## src/rtl/regfile_wb_arbiter.sv

```systemverilog
// regfile_wb_arbiter
// Shares the single register-file write port between the in-order pipeline
// writeback stage and a long-latency unit. Pipeline writes win by default.
// Unit results are queued in a small FIFO and use idle slots. A starvation
// counter forces a one-cycle pipeline stall (DRAIN) so that queued results
// always retire.
//
// Ports
//   clk, rst                 rising-edge clock, synchronous active-high reset
//   p_valid/p_addr/p_data    pipeline WB write request (held while pipe_stall)
//   u_valid/u_addr/u_data    unit result; accepted when u_valid && u_ready
//   u_ready                  FIFO has space (from registered count only)
//   pipe_stall               freeze pipeline for the current cycle
//   rf_we/rf_waddr/rf_wdata  registered register-file write port
//   fifo_count               current FIFO occupancy
module regfile_wb_arbiter #(
  parameter int DATA_W     = 32,
  parameter int ADDR_W     = 5,
  parameter int FIFO_DEPTH = 2,
  parameter int STARVE_MAX = 4
) (
  input  logic                          clk,
  input  logic                          rst,
  input  logic                          p_valid,
  input  logic [ADDR_W-1:0]             p_addr,
  input  logic [DATA_W-1:0]             p_data,
  input  logic                          u_valid,
  output logic                          u_ready,
  input  logic [ADDR_W-1:0]             u_addr,
  input  logic [DATA_W-1:0]             u_data,
  output logic                          pipe_stall,
  output logic                          rf_we,
  output logic [ADDR_W-1:0]             rf_waddr,
  output logic [DATA_W-1:0]             rf_wdata,
  output logic [$clog2(FIFO_DEPTH):0]   fifo_count
);

  localparam int PTR_W = $clog2(FIFO_DEPTH);
  localparam int CNT_W = PTR_W + 1;
  localparam int ST_W  = $clog2(STARVE_MAX + 1);

  localparam logic [CNT_W-1:0] DEPTH_C     = CNT_W'(FIFO_DEPTH);
  localparam logic [ST_W-1:0]  STARVE_MAXC = ST_W'(STARVE_MAX);
  localparam logic [ST_W-1:0]  STARVE_LAST = ST_W'(STARVE_MAX - 1);

  typedef enum logic {
    ST_NORMAL = 1'b0,
    ST_DRAIN  = 1'b1
  } state_t;

  state_t             state_q, state_d;
  logic [PTR_W-1:0]   rd_ptr_q, rd_ptr_d;
  logic [PTR_W-1:0]   wr_ptr_q, wr_ptr_d;
  logic [CNT_W-1:0]   count_q, count_d;
  logic [ST_W-1:0]    starve_q, starve_d;
  logic               rf_we_q, rf_we_d;
  logic [ADDR_W-1:0]  rf_waddr_q, rf_waddr_d;
  logic [DATA_W-1:0]  rf_wdata_q, rf_wdata_d;

  // FIFO storage; head is read combinationally so a pop can grant the
  // entry in the same cycle. Contents need no reset: pointers define validity.
  logic [ADDR_W-1:0]  addr_mem [FIFO_DEPTH];
  logic [DATA_W-1:0]  data_mem [FIFO_DEPTH];

  logic               push;
  logic               pop;
  logic               grant;
  logic [ADDR_W-1:0]  g_addr;
  logic [DATA_W-1:0]  g_data;

  // Space check uses only registered occupancy: a full FIFO never accepts a
  // push in the same cycle it pops.
  assign u_ready    = (count_q < DEPTH_C);
  assign fifo_count = count_q;
  assign rf_we      = rf_we_q;
  assign rf_waddr   = rf_waddr_q;
  assign rf_wdata   = rf_wdata_q;

  always_comb begin
    state_d    = state_q;
    rd_ptr_d   = rd_ptr_q;
    wr_ptr_d   = wr_ptr_q;
    count_d    = count_q;
    starve_d   = starve_q;
    rf_we_d    = 1'b0;
    rf_waddr_d = rf_waddr_q;
    rf_wdata_d = rf_wdata_q;
    pipe_stall = 1'b0;
    pop        = 1'b0;
    grant      = 1'b0;
    g_addr     = '0;
    g_data     = '0;
    push       = u_valid && u_ready;

    case (state_q)
      ST_NORMAL: begin
        if (p_valid) begin
          grant  = 1'b1;
          g_addr = p_addr;
          g_data = p_data;
        end else if (count_q != '0) begin
          grant  = 1'b1;
          pop    = 1'b1;
          g_addr = addr_mem[rd_ptr_q];
          g_data = data_mem[rd_ptr_q];
        end
        // Head has now waited STARVE_MAX cycles: steal the next slot.
        if (!pop && (count_q != '0) && (starve_q == STARVE_LAST)) begin
          state_d = ST_DRAIN;
        end
      end
      ST_DRAIN: begin
        // Pipeline request is ignored; the stalled WB stage re-presents it.
        pipe_stall = 1'b1;
        state_d    = ST_NORMAL;
        if (count_q != '0) begin
          grant  = 1'b1;
          pop    = 1'b1;
          g_addr = addr_mem[rd_ptr_q];
          g_data = data_mem[rd_ptr_q];
        end
      end
      default: state_d = ST_NORMAL;
    endcase

    if (push) wr_ptr_d = wr_ptr_q + 1'b1;
    if (pop)  rd_ptr_d = rd_ptr_q + 1'b1;

    case ({push, pop})
      2'b10:   count_d = count_q + 1'b1;
      2'b01:   count_d = count_q - 1'b1;
      default: count_d = count_q;
    endcase

    if (pop || (count_q == '0)) begin
      starve_d = '0;
    end else if (starve_q != STARVE_MAXC) begin
      starve_d = starve_q + 1'b1;
    end

    // A grant to $zero is consumed but never reaches the register file.
    if (grant) begin
      rf_we_d    = (g_addr != '0);
      rf_waddr_d = g_addr;
      rf_wdata_d = g_data;
    end
  end

  always_ff @(posedge clk) begin
    if (rst) begin
      state_q    <= ST_NORMAL;
      rd_ptr_q   <= '0;
      wr_ptr_q   <= '0;
      count_q    <= '0;
      starve_q   <= '0;
      rf_we_q    <= 1'b0;
      rf_waddr_q <= '0;
      rf_wdata_q <= '0;
    end else begin
      state_q    <= state_d;
      rd_ptr_q   <= rd_ptr_d;
      wr_ptr_q   <= wr_ptr_d;
      count_q    <= count_d;
      starve_q   <= starve_d;
      rf_we_q    <= rf_we_d;
      rf_waddr_q <= rf_waddr_d;
      rf_wdata_q <= rf_wdata_d;
    end
  end

  always_ff @(posedge clk) begin
    if (push) begin
      addr_mem[wr_ptr_q] <= u_addr;
      data_mem[wr_ptr_q] <= u_data;
    end
  end

endmodule

```

## config.mk

```make
export PLATFORM = sky130hd
export DESIGN_NAME = regfile_wb_arbiter
export DESIGN_NICKNAME = d
export VERILOG_FILES = /design/src/rtl/regfile_wb_arbiter.sv
export SDC_FILE = /design/constraint.sdc
export NUM_CORES = 1
export LEC_CHECK = 0
export CAP_MARGIN = 20
export CORE_ASPECT_RATIO = 1.1
export CORE_UTILIZATION = 44
export DETAILED_ROUTE_END_ITERATION = 6
export PLACE_DENSITY = 0.88
export SYNTH_ARGS = -nofsm -noshare
export SYNTH_HDL_FRONTEND = slang
export SYNTH_SLANG_ARGS = --single-unit
export TNS_END_PERCENT = 30
```

## constraint.sdc

```tcl
create_clock -name clk -period 3 [get_ports clk]
set_input_delay 0.75 -clock clk [delete_from_list [all_inputs] [get_ports clk]]
set_output_delay 0.75 -clock clk [all_outputs]
set_load 0.1 [all_outputs]
```

==> results.txt, run 1 <==
first-pass GRT wire length = 15400 um
FF-to-FF path depth = 5
detailed-router iteration count before antenna repair = 4
count leader, synth = edfxtp_1
critical path cell sequence = clkdlybuf4s50_1 -> and2b_4 -> buf_4 -> o31ai_1 -> a221oi_1 -> a311oi_1
Clock Power Share = 32.0%
cts repair resizes = 0
Clk pin slew, worst setup/hold paths = 0.05 ns
All-Layer GR Usage = 18.9%
crit path kind = in2reg
Crit-path slowest cell = clkdlybuf4s50_1
Max Cap Viol = 0
wire per inst = 15.5 um
final worst-path cycle share = 75.7%
Port Buffers = 119
family with the most delay on the worst path = compound AO/OA/AOI/OAI gates
die outline width = 100 um
Antenna Diode Count = 0
postcts setup bufs = 0
Core ar. = 0.0103 sq mm
initial core utilization = 45.0%
# rows = 39
number of DRC markers in iteration 0 = 148
WP depth = 6
remaining antenna violation count = 0
Syn. warnings = 0
Worst Clk Skew = 0.0135 ns
hold depth = 2
crit path setup slack, layout = 0.729 ns
Design Area, Final = 0.00650 sq mm
Die Area = 0.0110 sq mm
critical path buffer and inverter count = 2
final hold viol count = 0
DRT Wirelength = 9970 um
fin nets = 570
Yosys top cell area share = 47.8%
Async SR Flop Fraction = 0%
clock sinks = 121
gpl congestion = 0.749
Tightest Pin Transition = 0.851 ns
Mapped Cells = 366
via count = 3294
CTS tree = yes
Worst-Skew Late Latency = 0.40 ns
Hold Slack = 0.491 ns
number of fill cells in the layout = 804
Gate power share = 33.0%
Setup Total Neg Slack = 0 ns
clock buffer count from CTS = 17
Internal Power = 0.00418 W
post-DP HPWL = 6630 um
Worst EP arrival = 2.56 ns
setup violators final = 0
syn_nets = 448
vias in the first global route = 3277
Fmax = 440 MHz
Post-Syn Area per Cell = 12.7 sq um
Max FO, Critical Path = 40
minimum clock period = 2.27 ns
Hold Crit Class = reg2reg
required time of the critical path = 3.29 ns
cts hold-fix bufs = 0
# IOs = 120
fin. max-slew vios = 0
Pwr Density = 1010 mW/mm^2
total congestion overflow = 0
pre-CTS setup slack = 0.390 ns
RSZ-0062 raised after global routing = false
post-synth cell types = 31
depth of the CTS H-tree = 4
Die H = 110 um
crit-path max cell delay = 0.47 ns
Area growth syn-to-layout = 39.8%
Worst Setup Start Kind = input port
Placement Cell Area = 0.00588 sq mm
drt via density = 5.11
synth top area cells = edfxtp_1 48%, dfxtp_1 20%, mux2i_1 7.3%, nand2_1 5.5%, o211ai_1 5.2%
Net Sw Frac = 36.5%
NetSw = 0.00240 W
Synth Cell Area = 0.00465 sq mm
Post-synth EDFFs = 74
share of cells above drive strength 1 = 17.4%
ys flop type = edfxtp_1
Max-slew headroom = 43.3%
fin util = 62.9%
largest net degree at the start of global routing = 45
CTS Buffer Depth = 2
final routed DRC violation total = 0
sequential power share = 35.0%
commonest cells in the netlist = 74 x edfxtp_1, 68 x nand2_1, 47 x dfxtp_1, 38 x a21oi_1, 34 x mux2i_1
initial antenna violation count = 0
status = finished, final reports clean
cell taking the most area after synthesis = edfxtp_1
LEAKAGE = 2.37 nW
Crit. End Element = flop
FF+latch count, synth = 121
Seq/Total Area, Yosys = 68.0%
Clock Tree Root = clkbuf_16
VDD IR max = 0.000518 V
## metal layers
layer / routed length [um] / global-route usage, % / part of all wire (%)
met3: 546 / 5.21 / 5.5
met4: 270 / 11.6 / 2.7
met2: 5260 / 33.5 / 53
met5: 0 / 0 / 0
met1: 3890 / 20.1 / 39
## worst min-delay path, delay by kind of cell (launching register included)
kind / cells / cell delay (ns)
and+or+nand+nor: 1 / 0.07
DFF: 1 / 0.32
AOI/OAI and AO/OA: 1 / 0.05
## power by group through the flow
stage	registers (W)	clock network, W	logic [W]
2_1_floorplan	0.00306	0	0.000928
3_3_place_gp	0.00232	0	0.00214
3_5_place_dp	0.00234	0	0.00218
4_1_cts	0.00231	0.00214	0.00219
5_1_grt	0.00234	0.00221	0.00231
6_report	0.00230	0.00211	0.00217
## registers in the layout (all words and copies together), names as in the netlist, named ones only
name,count
rf_waddr,5
starve_q,3
wr_ptr_q,1
rf_we,1
rf_wdata,32
rd_ptr_q,1
addr_mem,10
state_q,1
fifo_count,2
data_mem,64
## stage by stage
step / std cells / power, W
final: 644 / 0.00658
after floorplan: 366 / 0.00399
after CTS: 644 / 0.00663
after global routing: 644 / 0.00686
after detailed placement: 612 / 0.00451
after global placement: 612 / 0.00446
## final cells by class
class | count | area (sq um) | share of cell area, %
Sequential cell | 121 | 3160 | 48.7
Multi-Input combinational cell | 216 | 1360 | 20.9
Timing Repair Buffer | 127 | 1150 | 17.7
Inverter | 5 | 18.8 | 0.289
Clock buffer | 25 | 517 | 7.95
Tap cell | 143 | 179 | 2.75
Clock inverter | 7 | 110 | 1.69
## logic make-up after synthesis
family / Yosys count / share of synthesized area (%)
DFF: 121 / 68.0
and+or+nand+nor: 91 / 8.15
xor gates and xnor gates: 5 / 0.942
buffers and inverters: 29 / 2.96
adders and majority gates: 4 / 1.08
AOI/OAI and AO/OA: 79 / 10.8
muxes: 37 / 8.04
## path summary, 6_finish.rpt
check	start	slack, ns	to
worst min-delay path	starve_q[2]	0.49	starve_q[1]
worst max register to register	fifo_count[0]	0.99	rf_waddr[2]
worst max-delay path	p_valid	0.73	rf_we
worst min register to register	starve_q[2]	0.49	starve_q[1]
## cells in the final DEF, fill, tap and decap left out, types with 2 or more instances in the layout
| cell | netlist | layout |
|---|---|---|
| a21oi_1 | 38 | 38 |
| a221oi_1 | 2 | 2 |
| a222oi_1 | 2 | 2 |
| buf_4 | 2 | 49 |
| bufinv_16 | 0 | 3 |
| clkbuf_1 | 10 | 3 |
| clkbuf_16 | 0 | 18 |
| clkbuf_8 | 0 | 4 |
| clkdlybuf4s50_1 | 0 | 76 |
| clkinv_2 | 0 | 4 |
| dfxtp_1 | 47 | 46 |
| edfxtp_1 | 74 | 74 |
| ha_1 | 4 | 4 |
| inv_1 | 5 | 5 |
| mux2_1 | 3 | 3 |
| mux2i_1 | 34 | 34 |
| nand2_1 | 68 | 68 |
| nand3b_1 | 2 | 2 |
| nor2_1 | 12 | 11 |
| nor2_4 | 1 | 2 |
| o211ai_1 | 32 | 32 |
| o31ai_1 | 2 | 2 |
| or3_1 | 2 | 2 |
| xnor2_1 | 3 | 3 |
| xor2_1 | 2 | 2 |
(Power assumes the default switching activity.)
==> run 2, diff against run 1 <==
CORE_UTILIZATION = 48   (was 44)
PLACE_DENSITY = 0.91   (was 0.88)
clock period = 2.2 ns   (was 3 ns; I/O delays follow)
==> results.txt, run 2 (synthesis results as in run 1) <==
CTS Buffer Depth = 2 (unchanged)
final routed DRC violation total = 0 (unchanged)
total congestion overflow = 0 (unchanged)
Port Buffers = 119 (unchanged)
first-pass GRT wire length = 15800 um (+2.9%)
DRT Wirelength = 10400 um (+4.5%)
Hold Slack = 0.449 ns (-0.0425 ns)
postcts setup bufs = 0 (unchanged)
Max-slew headroom = 58.6% (+15 points)
Hold Crit Class = in2reg
required time of the critical path = 1.65 ns (-1.64 ns)
# rows = 37 (-5.1%)
Multi-input gate area = 0.00136 sq mm (+0.18%)
worst setup path start = fifo_count[1]
Die H = 105 um (-4.2%)
VDD IR max = 0.000724 V (+40%)
cts repair resizes = 0 (unchanged)
initial antenna violation count = 0 (unchanged)
Area growth syn-to-layout = 39.7% (about the same)
Most flops, register = data_mem
status = finished, final reports clean
vias in the first global route = 3297 (+0.61%)
Max Cap Viol = 0 (unchanged)
largest net degree at the start of global routing = 38 (-16%)
share of cells above drive strength 1 = 18.9% (+1.6 points)
Worst-Skew Late Latency = 0.52 ns (+0.12 ns)
crit path kind = reg2out
minimum clock period = 1.79 ns
Gate power share = 35.1% (+2.1 points)
Net Sw Frac = 37.8% (+1.3 points)
die outline width = 95.9 um (-4.2%)
Clock Tree Root = clkbuf_8
Antenna Diode Count = 0 (unchanged)
RSZ-0062 raised after global routing = false
post-DP HPWL = 6880 um (+3.8%)
detailed-router iteration count before antenna repair = 4 (unchanged)
Core ar. = 0.00940 sq mm (-9.2%)
number of fill cells in the layout = 676 (-16%)
most common cell after layout, fill and taps aside = clkdlybuf4s50_1
depth of the CTS H-tree = 4 (unchanged)
sequential power share = 35.0% (about the same)
LEAKAGE = 2.36 nW (-0.48%)
Tightest Pin Transition = 0.621 ns (-0.230 ns)
number of DRC markers in iteration 0 = 221 (+49%)
Worst Setup Start Kind = flop
Clk pin slew, worst setup/hold paths = 0.06 ns (about the same)
commonest non-fill, non-tap cells in the layout = 76 x clkdlybuf4s50_1, 74 x edfxtp_1, 67 x nand2_1
cts hold-fix bufs = 0 (unchanged)
Pwr Density = 1370 mW/mm^2 (+35%)
Worst EP arrival = 1.24 ns (-1.32 ns)
via count = 3290 (-0.12%)
crit-path max cell delay = 0.36 ns (-0.11 ns)
reg2reg start = fifo_count[1]
clock sinks = 121 (unchanged)
fin. max-slew vios = 0 (unchanged)
Die Area = 0.0101 sq mm (-8.2%)
clock buffer count from CTS = 17 (unchanged)
Crit-path slowest cell = dfxtp_4
fin nets = 576 (+1.1%)
All-Layer GR Usage = 21.9% (+3.0 points)
remaining antenna violation count = 0 (unchanged)
Internal Power = 0.00553 W (+32%)
CTS tree = yes
final hold viol count = 0 (unchanged)
Fmax = 559 MHz
Placed Cells = 592 (-3.3%)
register area = 0.00317 sq mm (+0.20%)
initial core utilization = 49.5% (+4.5 points)
Crit. End Element = output port
Layout Cells excl Fill = 624 (-3.1%)
setup violators final = 0 (unchanged)
wire per inst = 16.7 um (+7.9%)
Worst Clk Skew = 0.00975 ns (-0.00373 ns)
max FFs per register = 64 (unchanged)
NetSw = 0.00336 W (+40%)
final worst-path cycle share = 81.4%
drt via density = 5.27 (+3.1%)
Clock Power Share = 29.9% (-2.1 points)
hold_sp = rst
gpl congestion = 0.811 (+8.2%)
# IOs = 120 (unchanged)
critical path cell sequence = clkinvlp_4 -> buf_4
Max FO, Critical Path = 6 (-85%)
run 2: layout make-up:
class / count / share of cell area (%)
Sequential cell: 121 / 48.8
Clock inverter: 13 / 2.35
Inverter: 5 / 0.346
Tap cell: 117 / 2.25
Clock buffer: 19 / 6.49
Timing Repair Buffer: 133 / 18.8
Multi-Input combinational cell: 216 / 21.0
run 2: per-layer routing:
| metal | wire length, um | vias to the layer above | track usage (%) |
|---|---|---|---|
| li1 | - | 1599 | - |
| met1 | 4140 | 1565 | 24.4 |
| met2 | 5600 | 113 | 38.2 |
| met3 | 498 | 13 | 5.92 |
| met4 | 175 | 0 | 10.0 |
| met5 | 0 | - | 0 |
run 2: power groups by stage:
stage               Sequential (W)  Clock (W)  Combinational, W
finish                     0.00311    0.00266           0.00312
global route               0.00315    0.00281           0.00329
CTS                        0.00311    0.00270           0.00313
detailed placement         0.00315          0           0.00311
global placement           0.00313          0           0.00304
floorplan                  0.00418          0           0.00127
run 2: worst paths after layout:
path,end,cells past startpoint,slack [ns]
max,u_ready,2,0.41
min,rf_wdata[17],2,0.45
max reg2reg,fifo_count[1],5,0.43
min reg2reg,rf_waddr[3],2,0.48
run 2: critical path: cells and delay by family, from the launching register on:
family / cells / cell delay, ns
buffers and inverters: 2 / 0.36
DFF: 1 / 0.36
run 2: stage by stage:
step / utilization [%] / setup WS, ns / TNS (ns) / total power (W) / area (sq um)
floorplan: - / 0.0440 / 0 / 0.00545 / 4670
global placement: 63.1 / 0.0262 / 0 / 0.00617 / 5930
detailed placement: 63.1 / -0.00984 / -0.00984 / 0.00626 / 5930
CTS: 69.2 / 0.380 / 0 / 0.00895 / 6500
global route: 69.2 / 0.362 / 0 / 0.00925 / 6500
finish: 69.2 / 0.410 / 0 / 0.00889 / 6500
